**config.mk**
```make
export PLATFORM = sky130hd
export DESIGN_NAME = seq_detect_param
export DESIGN_NICKNAME = d
export VERILOG_FILES = /design/src/rtl/seq_detect_pkg.sv /design/src/rtl/seq_hist_shreg.sv /design/src/rtl/seq_detect_param.sv
export SDC_FILE = /design/constraint.sdc
export NUM_CORES = 1
export LEC_CHECK = 0
export ABC_AREA = 1
export BUFFER_PORTS_ARGS = -buffer_cell sky130_fd_sc_hd__buf_2
export CELL_PAD_IN_SITES_DETAIL_PLACEMENT = 0
export CELL_PAD_IN_SITES_GLOBAL_PLACEMENT = 1
export CORE_UTILIZATION = 41
export DETAILED_ROUTE_END_ITERATION = 7
export HOLD_SLACK_MARGIN = 0.12
export PLACE_DENSITY_LB_ADDON = 0.1
export SLEW_MARGIN = 30
export SYNTH_ARGS = -nofsm -noshare
export SYNTH_HDL_FRONTEND = slang
export SYNTH_SLANG_ARGS = --single-unit
```
**constraint.sdc**
```tcl
create_clock -name clk -period 2.65 [get_ports clk]
set_input_delay 0.265 -clock clk [delete_from_list [all_inputs] [get_ports clk]]
set_output_delay 0.265 -clock clk [all_outputs]
set_load 0.05 [all_outputs]
```
**src/rtl/seq_detect_pkg.sv**
```systemverilog
// rtl/seq_detect_pkg.sv - shared constants, types and parameter check for the serial pattern detector
package seq_detect_pkg;

    localparam logic [3:0] DEF_PAT   = 4'b1001;
    localparam int         MAX_PAT_W = 16;

    typedef enum logic {
        ST_FILL  = 1'b0,
        ST_ARMED = 1'b1
    } det_state_e;

    function automatic bit pat_w_ok(input int w);
        return (w >= 2) && (w <= MAX_PAT_W);
    endfunction

endpackage

```
**src/rtl/seq_hist_shreg.sv**
```systemverilog
// rtl/seq_hist_shreg.sv - enabled shift register with sync clear, newest sample in the LSB
module seq_hist_shreg #(
    parameter int W = 3
) (
    input  logic         clk,
    input  logic         reset,
    input  logic         en_i,
    input  logic         clr_i,
    input  logic         d_i,
    output logic [W-1:0] q_o
);

    logic [W-1:0] q_q;
    logic [W-1:0] shifted;

    // A one-bit history simply takes the new sample.
    if (W == 1) begin : g_w1
        assign shifted = d_i;
    end else begin : g_wn
        assign shifted = {q_q[W-2:0], d_i};
    end

    always_ff @(posedge clk or negedge reset) begin
        if (!reset) begin
            q_q <= '0;
        end else if (clr_i) begin
            q_q <= '0;
        end else if (en_i) begin
            q_q <= shifted;
        end
    end

    assign q_o = q_q;

endmodule

```
**src/rtl/seq_detect_param.sv**
```systemverilog
// rtl/seq_detect_param.sv - runtime-loadable serial pattern detector with Mealy/Moore flags and match counter
module seq_detect_param
    import seq_detect_pkg::*;
#(
    parameter int               PAT_W   = 4,
    parameter int               CNT_W   = 8,
    parameter logic [PAT_W-1:0] RST_PAT = PAT_W'(DEF_PAT)
) (
    input  logic             clk,
    input  logic             reset,
    input  logic             x,
    input  logic             valid,
    input  logic             load,
    input  logic [PAT_W-1:0] pat_in,
    input  logic             overlap,
    output logic             y,
    output logic             y_q,
    output logic [CNT_W-1:0] count
);

    if (!pat_w_ok(PAT_W)) begin : g_bad_pat_w
        $error("seq_detect_param: PAT_W must be within 2..16");
    end

    localparam int               FILL_W    = $clog2(PAT_W);
    localparam logic [FILL_W-1:0] FILL_FULL = FILL_W'(PAT_W - 1);
    localparam logic [CNT_W-1:0]  CNT_MAX   = '1;

    logic [PAT_W-1:0]  pat_q, pat_d;
    logic [PAT_W-2:0]  hist_q;
    logic [FILL_W-1:0] fill_q, fill_d;
    logic [CNT_W-1:0]  count_q, count_d;
    logic              y_q_q;
    logic              sample;
    logic              match;
    det_state_e        state;

    seq_hist_shreg #(
        .W (PAT_W - 1)
    ) u_hist (
        .clk   (clk),
        .reset (reset),
        .en_i  (sample),
        .clr_i (load),
        .d_i   (x),
        .q_o   (hist_q)
    );

    // The FSM state is a view of the fill counter, not a register of its own.
    assign state  = (fill_q == FILL_FULL) ? ST_ARMED : ST_FILL;
    assign sample = valid & ~load;
    assign match  = sample && (state == ST_ARMED) && ({hist_q, x} == pat_q);

    always_comb begin
        pat_d   = pat_q;
        fill_d  = fill_q;
        count_d = count_q;
        if (load) begin
            pat_d   = pat_in;
            fill_d  = '0;
            count_d = '0;
        end else if (valid) begin
            case (state)
                ST_FILL:  fill_d = fill_q + 1'b1;
                ST_ARMED: if (match && !overlap) fill_d = '0;
                default:  fill_d = '0;
            endcase
            if (match && (count_q != CNT_MAX)) begin
                count_d = count_q + 1'b1;
            end
        end
    end

    always_ff @(posedge clk or negedge reset) begin
        if (!reset) begin
            pat_q   <= RST_PAT;
            fill_q  <= '0;
            count_q <= '0;
            y_q_q   <= 1'b0;
        end else begin
            pat_q   <= pat_d;
            fill_q  <= fill_d;
            count_q <= count_d;
            y_q_q   <= match;
        end
    end

    assign y     = match;
    assign y_q   = y_q_q;
    assign count = count_q;

endmodule

```
==> reports/metrics.yaml, run 1 <==
status: "completed"
ys.flop_type: "dfrtp_1"
cp_slowest_cell: "dfrtp_1"
grt_pass1_wl_um: 2950
critPathCaptureType: "primary output"
drc_errors: 0
cts_sinks: 18
vdd_ir_drop_max_uv: 305
worstReg2RegStart: "count[0]"
port_buffers: 19
place_hpwl_um: 1270
worstMarginPinSlew_ps: 403
totalWireLength_um: 1680
crit_fanout: 3
dieArea_um2: 2460
yosys_warnings: 0
antennaDiodeCount: 0
vias_per_cell: 4.73
max_freq_mhz: 553
report.final.slew_viol_count: 0
mappedNetlistNets: 128
crit_chain: "ha_1 -> nand3_1 -> nor2_1 -> nand3_1 -> clkinv_1 -> buf_2"
yosys_register_bits: 18
clk_pin_slew_worst_paths_ps: 100
grt_pass1_vias: 690
fin_util_pct: 52.2
gp_congestion: 0.732
synthArstFlopShare_pct: 100
cts_resized: 0
worst-endpoint-arrival_ps: 1540
cts_made_buffers: 3
fin_hold_ws_ps: 186
grt_overflow: 0
fp.dieW_um: 49.6
critical_path_cell_count: 6
coreArea_um2: 2040
power_frac_seq_pct: 60.2
worstSetupStartpoint: "fill_q[0]"
syn_area_um2: 927
row_count: 16
preCtsSetupSlack_ps: 1040
drtIter0Drc: 6
rr_worst_depth: 10
p_int_uw: 374
crit_top_cell: "nand3_1"
crit_path_end: "y"
firstDrtPassIters: 4
worstSkewPairLatency_ps: 280
switching_power_uw: 124
synth_edf_count: 0
ys_seq_area_share_pct: 48.9
r2r-end: "count[0]"
cts_tree: "yes"
dr_total_vias: 771
powerDensity_nw_per_um2: 468
fin_worst_skew_ps: 5.84
pwr-share-comb_pct: 12.7
area_delta_synth_final_pct: 15.0
worstSetupStartpointType: "register"
clk_path_buf_depth: 2
synth_top_area_cell: "dfrtp_1"
root_buffer: "clkbuf_4"
fin_tns_setup_ps: 0
timing.final.ws_setup_ps: 842
maxCapViolCount: 0
share_clk_of_total_power_pct: 27.1
ff2ff_setup_slack_ps: 1080
fin_nets: 149
synth_cell_types: 21
p_leak_uw: 0.000565
syn_area_per_cell_um2: 7.99
htreeDepth: 1
grt_setup_unrepaired: "no"
synth_top_area_share_pct: 43.2
drive_above_1_share_pct: 20.6
setup_violations: 0
p_sw_share_pct: 24.9
critPathMaxStageDelay_ps: 380
grt_max_degree: 19
path_class: "register to primary output"
synthTopCellsByArea: "dfrtp_1, nand2_1, nand3_1"
ioPinCount: 20
final_hold_viol_count: 0
fin_crit_ps: 1810
fin_crit_sh_pct: 68.2
crit_family: "flip-flops"
start_util_pct: 45.4
die_h_um: 49.6
antenna_left: 0
synthCells: 116
slew_headroom_pct: 73.1
hold_path_class: "input pin to register"
antenna_found_initial: 0
critical_path_buf_inv_count: 2
cp.required_ps: 2380
wire_per_inst_um: 10.3
grt_use_total_pct: 15.6
==> sequential cells by signal, summed over array words and instances (netlist names) <==
name,flops
u_hist.q_o,3
fill_q,2
count,8
pat_q,4
y_q,1
==> synthesized netlist by cell type, types with 3 or more instances <==
cell / instances
dfrtp_1: 16
o21ai_0: 6
nand2_1: 31
nor2_1: 8
o22ai_1: 3
xor2_1: 4
nand3_1: 15
inv_1: 13
==> metal layers <==
layer / up-vias / part of all wire [%] / track usage [%] / wire [µm]
met5: - / 0 / 0 / 0
met4: 0 / 0 / 4.29 / 0
met3: 0 / 4.1 / 4.01 / 69
met2: 13 / 43 / 23.4 / 719
met1: 349 / 53 / 22.1 / 891
li1: 409 / - / - / -
==> repair_timing <==
action                                 4_1_cts  5_1_grt
endpoints found under the hold margin       16        0
buffers inserted                             0        0
hold buffers                                 1        0
==> kinds of logic after synthesis <==
family                   Yosys count  share of synthesized area (%)
AND/OR/NAND/NOR                   59                           27.1
buffers and inverters             20                           9.31
flip-flops                        18                           48.9
AO/OA/AOI/OAI                     11                           6.34
XOR/XNOR                           6                           5.67
adder cells (fa/ha/maj)            2                           2.70
==> power by group through the flow <==
| stage | clock network [µW] | logic (µW) | registers, µW |
|---|---|---|---|
| CTS | 147 | 65.3 | 300 |
| finish | 135 | 63.3 | 300 |
| detailed placement | 0 | 63.7 | 305 |
| global placement | 0 | 61.7 | 305 |
| floorplan | 0 | 43.8 | 304 |
| global route | 157 | 75.9 | 302 |
==> area by class of cell <==
class                   instances  area [µm²]
repair buffers                 20         105
multi-input cells              78         388
fillers                       212         976
flip-flops and latches         18         453
clock buffers                   4        26.3
well taps                      27        33.8
inverters                      16        60.1
==> tightest hold or removal path: stages <==
cell	delay (ps)
buf_2	80
nand2_1	40
nand2_1	50
==> cells in the final DEF, fill, tap and decap left out, types with 3 or more instances in the layout <==
cell type / instances
nand3_1: 15
dfrtp_1: 16
o21ai_0: 6
nand2_1: 31
inv_1: 13
nor2_1: 8
clkbuf_4: 3
buf_2: 19
o22ai_1: 3
xor2_1: 4
==> stage by stage <==
step	cell area [µm²]	total power, µW	cells
2_1_floorplan	927	348	116
3_3_place_gp	1030	366	158
3_5_place_dp	1030	369	158
4_1_cts	1070	512	163
5_1_grt	1070	535	163
6_report	1070	499	163
==> worst min-delay path by stage <==
stage / from / to / slack, ps / cells after the start
final: pat_in[2] / pat_q[2] / 190 / 3
after floorplan: reset / count[0] / -30 / 0
after CTS: pat_in[2] / pat_q[2] / 180 / 3
after global routing: pat_in[3] / pat_q[3] / 180 / 3
after detailed placement: reset / pat_q[1] / 220 / 1
after global placement: reset / pat_q[1] / 220 / 1
No activity file was read; power rests on OpenSTA's default activity.
==> run 2: changes to the inputs <==
--- a/config.mk
+++ b/config.mk
@@ -9,7 +9,7 @@
 export BUFFER_PORTS_ARGS = -buffer_cell sky130_fd_sc_hd__buf_2
 export CELL_PAD_IN_SITES_DETAIL_PLACEMENT = 0
 export CELL_PAD_IN_SITES_GLOBAL_PLACEMENT = 1
-export CORE_UTILIZATION = 41
+export CORE_UTILIZATION = 34
 export DETAILED_ROUTE_END_ITERATION = 7
 export HOLD_SLACK_MARGIN = 0.12
 export PLACE_DENSITY_LB_ADDON = 0.1
==> constraint.sdc (replaced) <==
create_clock -name clk -period 1.6 [get_ports clk]
set_input_delay 0.16 -clock clk [delete_from_list [all_inputs] [get_ports clk]]
set_output_delay 0.16 -clock clk [all_outputs]
set_load 0.05 [all_outputs]
==> run 2 against run 1 <==
Net effect:
- the flow now finishes with violations (negative setup slack)
- worst setup slack got worse by 850 ps
- cell count increased by 6.7%
- critical path type unchanged
- first-iteration DRC count increased by 17%
- via count increased by 6.0%
- die area increased by 20%
- power increased by 83%
- largest cell class unchanged
- utilization decreased by 4.4 points
- register-to-register slack got worse by 980 ps
- largest power group unchanged
- flip-flop and latch count unchanged
==> reports/metrics.yaml, run 2 (synthesis results as in run 1) <==
root_buffer: "clkbuf_4"
row_count: 18  # +2
firstDrtPassIters: 4  # unchanged
max_freq_mhz: 622
fillerInstances: 251  # +18%
grt_overflow: 0  # unchanged
largest_register_ffs: 8  # unchanged
critical_path_cell_count: 7  # +1
regArea_um2: 455  # +0.55%
clk_path_buf_depth: 2  # unchanged
worst-endpoint-arrival_ps: 1450  # -90 ps
preCtsSetupSlack_ps: 74.4  # -962 ps
place_hpwl_um: 1370  # +7.8%
r2r-end: "fill_q[0]"
status: "finished, violations left"
grt_use_total_pct: 15.8  # +0.15 points
dr_total_vias: 817  # +6.0%
drtIter0Drc: 7  # +1
powerDensity_nw_per_um2: 756  # +62%
drive_above_1_share_pct: 31.3  # +11 points
critPathMaxStageDelay_ps: 550  # +170 ps
timing.final.ws_setup_ps: -7.36  # -850 ps
grt_setup_unrepaired: "yes"
vias_per_cell: 4.70  # -0.73%
antennaDiodeCount: 0  # unchanged
slew_headroom_pct: 72.7  # -0.47 points
htreeDepth: 1  # unchanged
vdd_ir_drop_max_uv: 531  # +74%
rr_worst_depth: 11  # +1
path_class: "register to primary output"
worstSetupStartpointType: "register"
fin_crit_sh_pct: 100
report.final.slew_viol_count: 0  # unchanged
violations: "negative setup slack"
start_util_pct: 36.8  # -8.6 points
fin_crit_ps: 1610
drc_errors: 0  # unchanged
port_buffers: 19  # unchanged
worstSetupStartpoint: "pat_q[0]"
critPathCaptureType: "primary output"
maxCapViolCount: 0  # unchanged
area_delta_synth_final_pct: 30.0
critical_path_buf_inv_count: 3  # +1
fin_util_pct: 47.8  # -4.4 points
totalWireLength_um: 1970  # +17%
fp.dieW_um: 54.2  # +9.4%
crit_path_end: "y"
coreArea_um2: 2520  # +24%
fin_nets: 157  # +5.4%
ioPinCount: 20  # unchanged
setup_violations: 1  # +1
hold_path_class: "input pin to register"
final_common_cell: "nand2_1"
grt_max_degree: 19  # unchanged
dieArea_um2: 2940  # +20%
cp.required_ps: 1440  # -940 ps
cts_made_buffers: 3  # unchanged
die_h_um: 54.2  # +9.4%
multi_input_area_um2: 429  # +11%
p_leak_uw: 0.000606  # +7.4%
worstReg2RegStart: "pat_q[0]"
ff2ff_setup_slack_ps: 100  # -980 ps
worstMarginPinSlew_ps: 410  # +7.10 ps
cts_sinks: 18  # unchanged
grt_pass1_wl_um: 3260  # +11%
final_cell_mix: "nand2_1, buf_2, nand3_1"
fin_worst_skew_ps: 0.608  # -5.23 ps
clk_pin_slew_worst_paths_ps: 100  # about the same
cp_slowest_cell: "dfstp_2"
wire_per_inst_um: 11.3  # +9.7%
antenna_found_initial: 0  # unchanged
cts_tree: "yes"
crit_chain: "inv_2 -> nand2_1 -> nand2_1 -> nor2_2 -> nand3_1 -> clkinv_2 -> buf_8"
antenna_left: 0  # unchanged
grt_pass1_vias: 736  # +6.7%
crit_fanout: 2  # -1
gp_congestion: 0.710  # -3.0%
crit_top_cell: "nand2_1"
worstSkewPairLatency_ps: 290  # about the same
final_hold_viol_count: 0  # unchanged
crit_family: "flip-flops"
==> run 2: cell count changes in the layout (fill, tap and decap cells not counted), sizes merged <==
cell,previous run,this run
dlygate4sd3,1,5
buf,19,23
==> run 2: per-stage QoR <==
stage / cells / power, µW / hold WS, ps / setup TNS [ps] / cell area (µm²)
2_1_floorplan: 116 / 576 / -136 / 0 / 946
3_3_place_gp: 162 / 612 / 121 / 0 / 1060
3_5_place_dp: 162 / 616 / 118 / 0 / 1060
4_1_cts: 172 / 919 / 144 / -16.7 / 1170
5_1_grt: 174 / 966 / 139 / -136 / 1200
6_report: 174 / 911 / 159 / -7.36 / 1200
==> run 2: power by group <==
group	switching, µW	total, µW	internal, µW
logic	72.7	133	60.0
clock network	142	280	139
registers	15.3	497	482
==> run 2: tightest hold or removal path: stages <==
cell,delay [ps]
buf_2,100
inv_1,70
o22ai_1,80
==> run 2: area by class of cell <==
| cell class | count | area share [%] |
|---|---|---|
| repair buffers | 28 | 15.4 |
| well taps | 30 | 3.12 |
| inverters | 16 | 5.09 |
| multi-input cells | 78 | 35.6 |
| flip-flops and latches | 18 | 37.8 |
| clock buffers | 4 | 3.01 |
==> run 2: worst min path at each step <==
| stage | startpoint | endpoint | slack [ps] | depth (start not counted) |
|---|---|---|---|---|
| final | x | u_hist.q_o[0] | 160 | 3 |
| after global routing | x | u_hist.q_o[0] | 140 | 3 |
| after CTS | x | u_hist.q_o[0] | 140 | 3 |
| after detailed placement | reset | u_hist.q_o[0] | 120 | 1 |
| after global placement | reset | pat_q[1] | 120 | 1 |
| after floorplan | reset | count[0] | -140 | 0 |
==> run 2: routing by layer <==
| metal | vias to the layer above | wire (µm) | global-route usage, % |
|---|---|---|---|
| met4 | 0 | 15 | 5.13 |
| li1 | 423 | - | - |
| met5 | - | 0 | 0 |
| met2 | 17 | 929 | 24.4 |
| met1 | 375 | 932 | 20.5 |
| met3 | 2 | 91 | 5.28 |
==> run 2: what timing repair did <==
action / in CTS / in global routing
cloned: 0 / 0
hold buffers: 5 / 0
resized for setup: 6 / 7
hold endpoints to repair: 22 / 0
pin swaps: 3 / 2
endpoints found under the setup margin: 1 / 7
setup buffers: 1 / 2
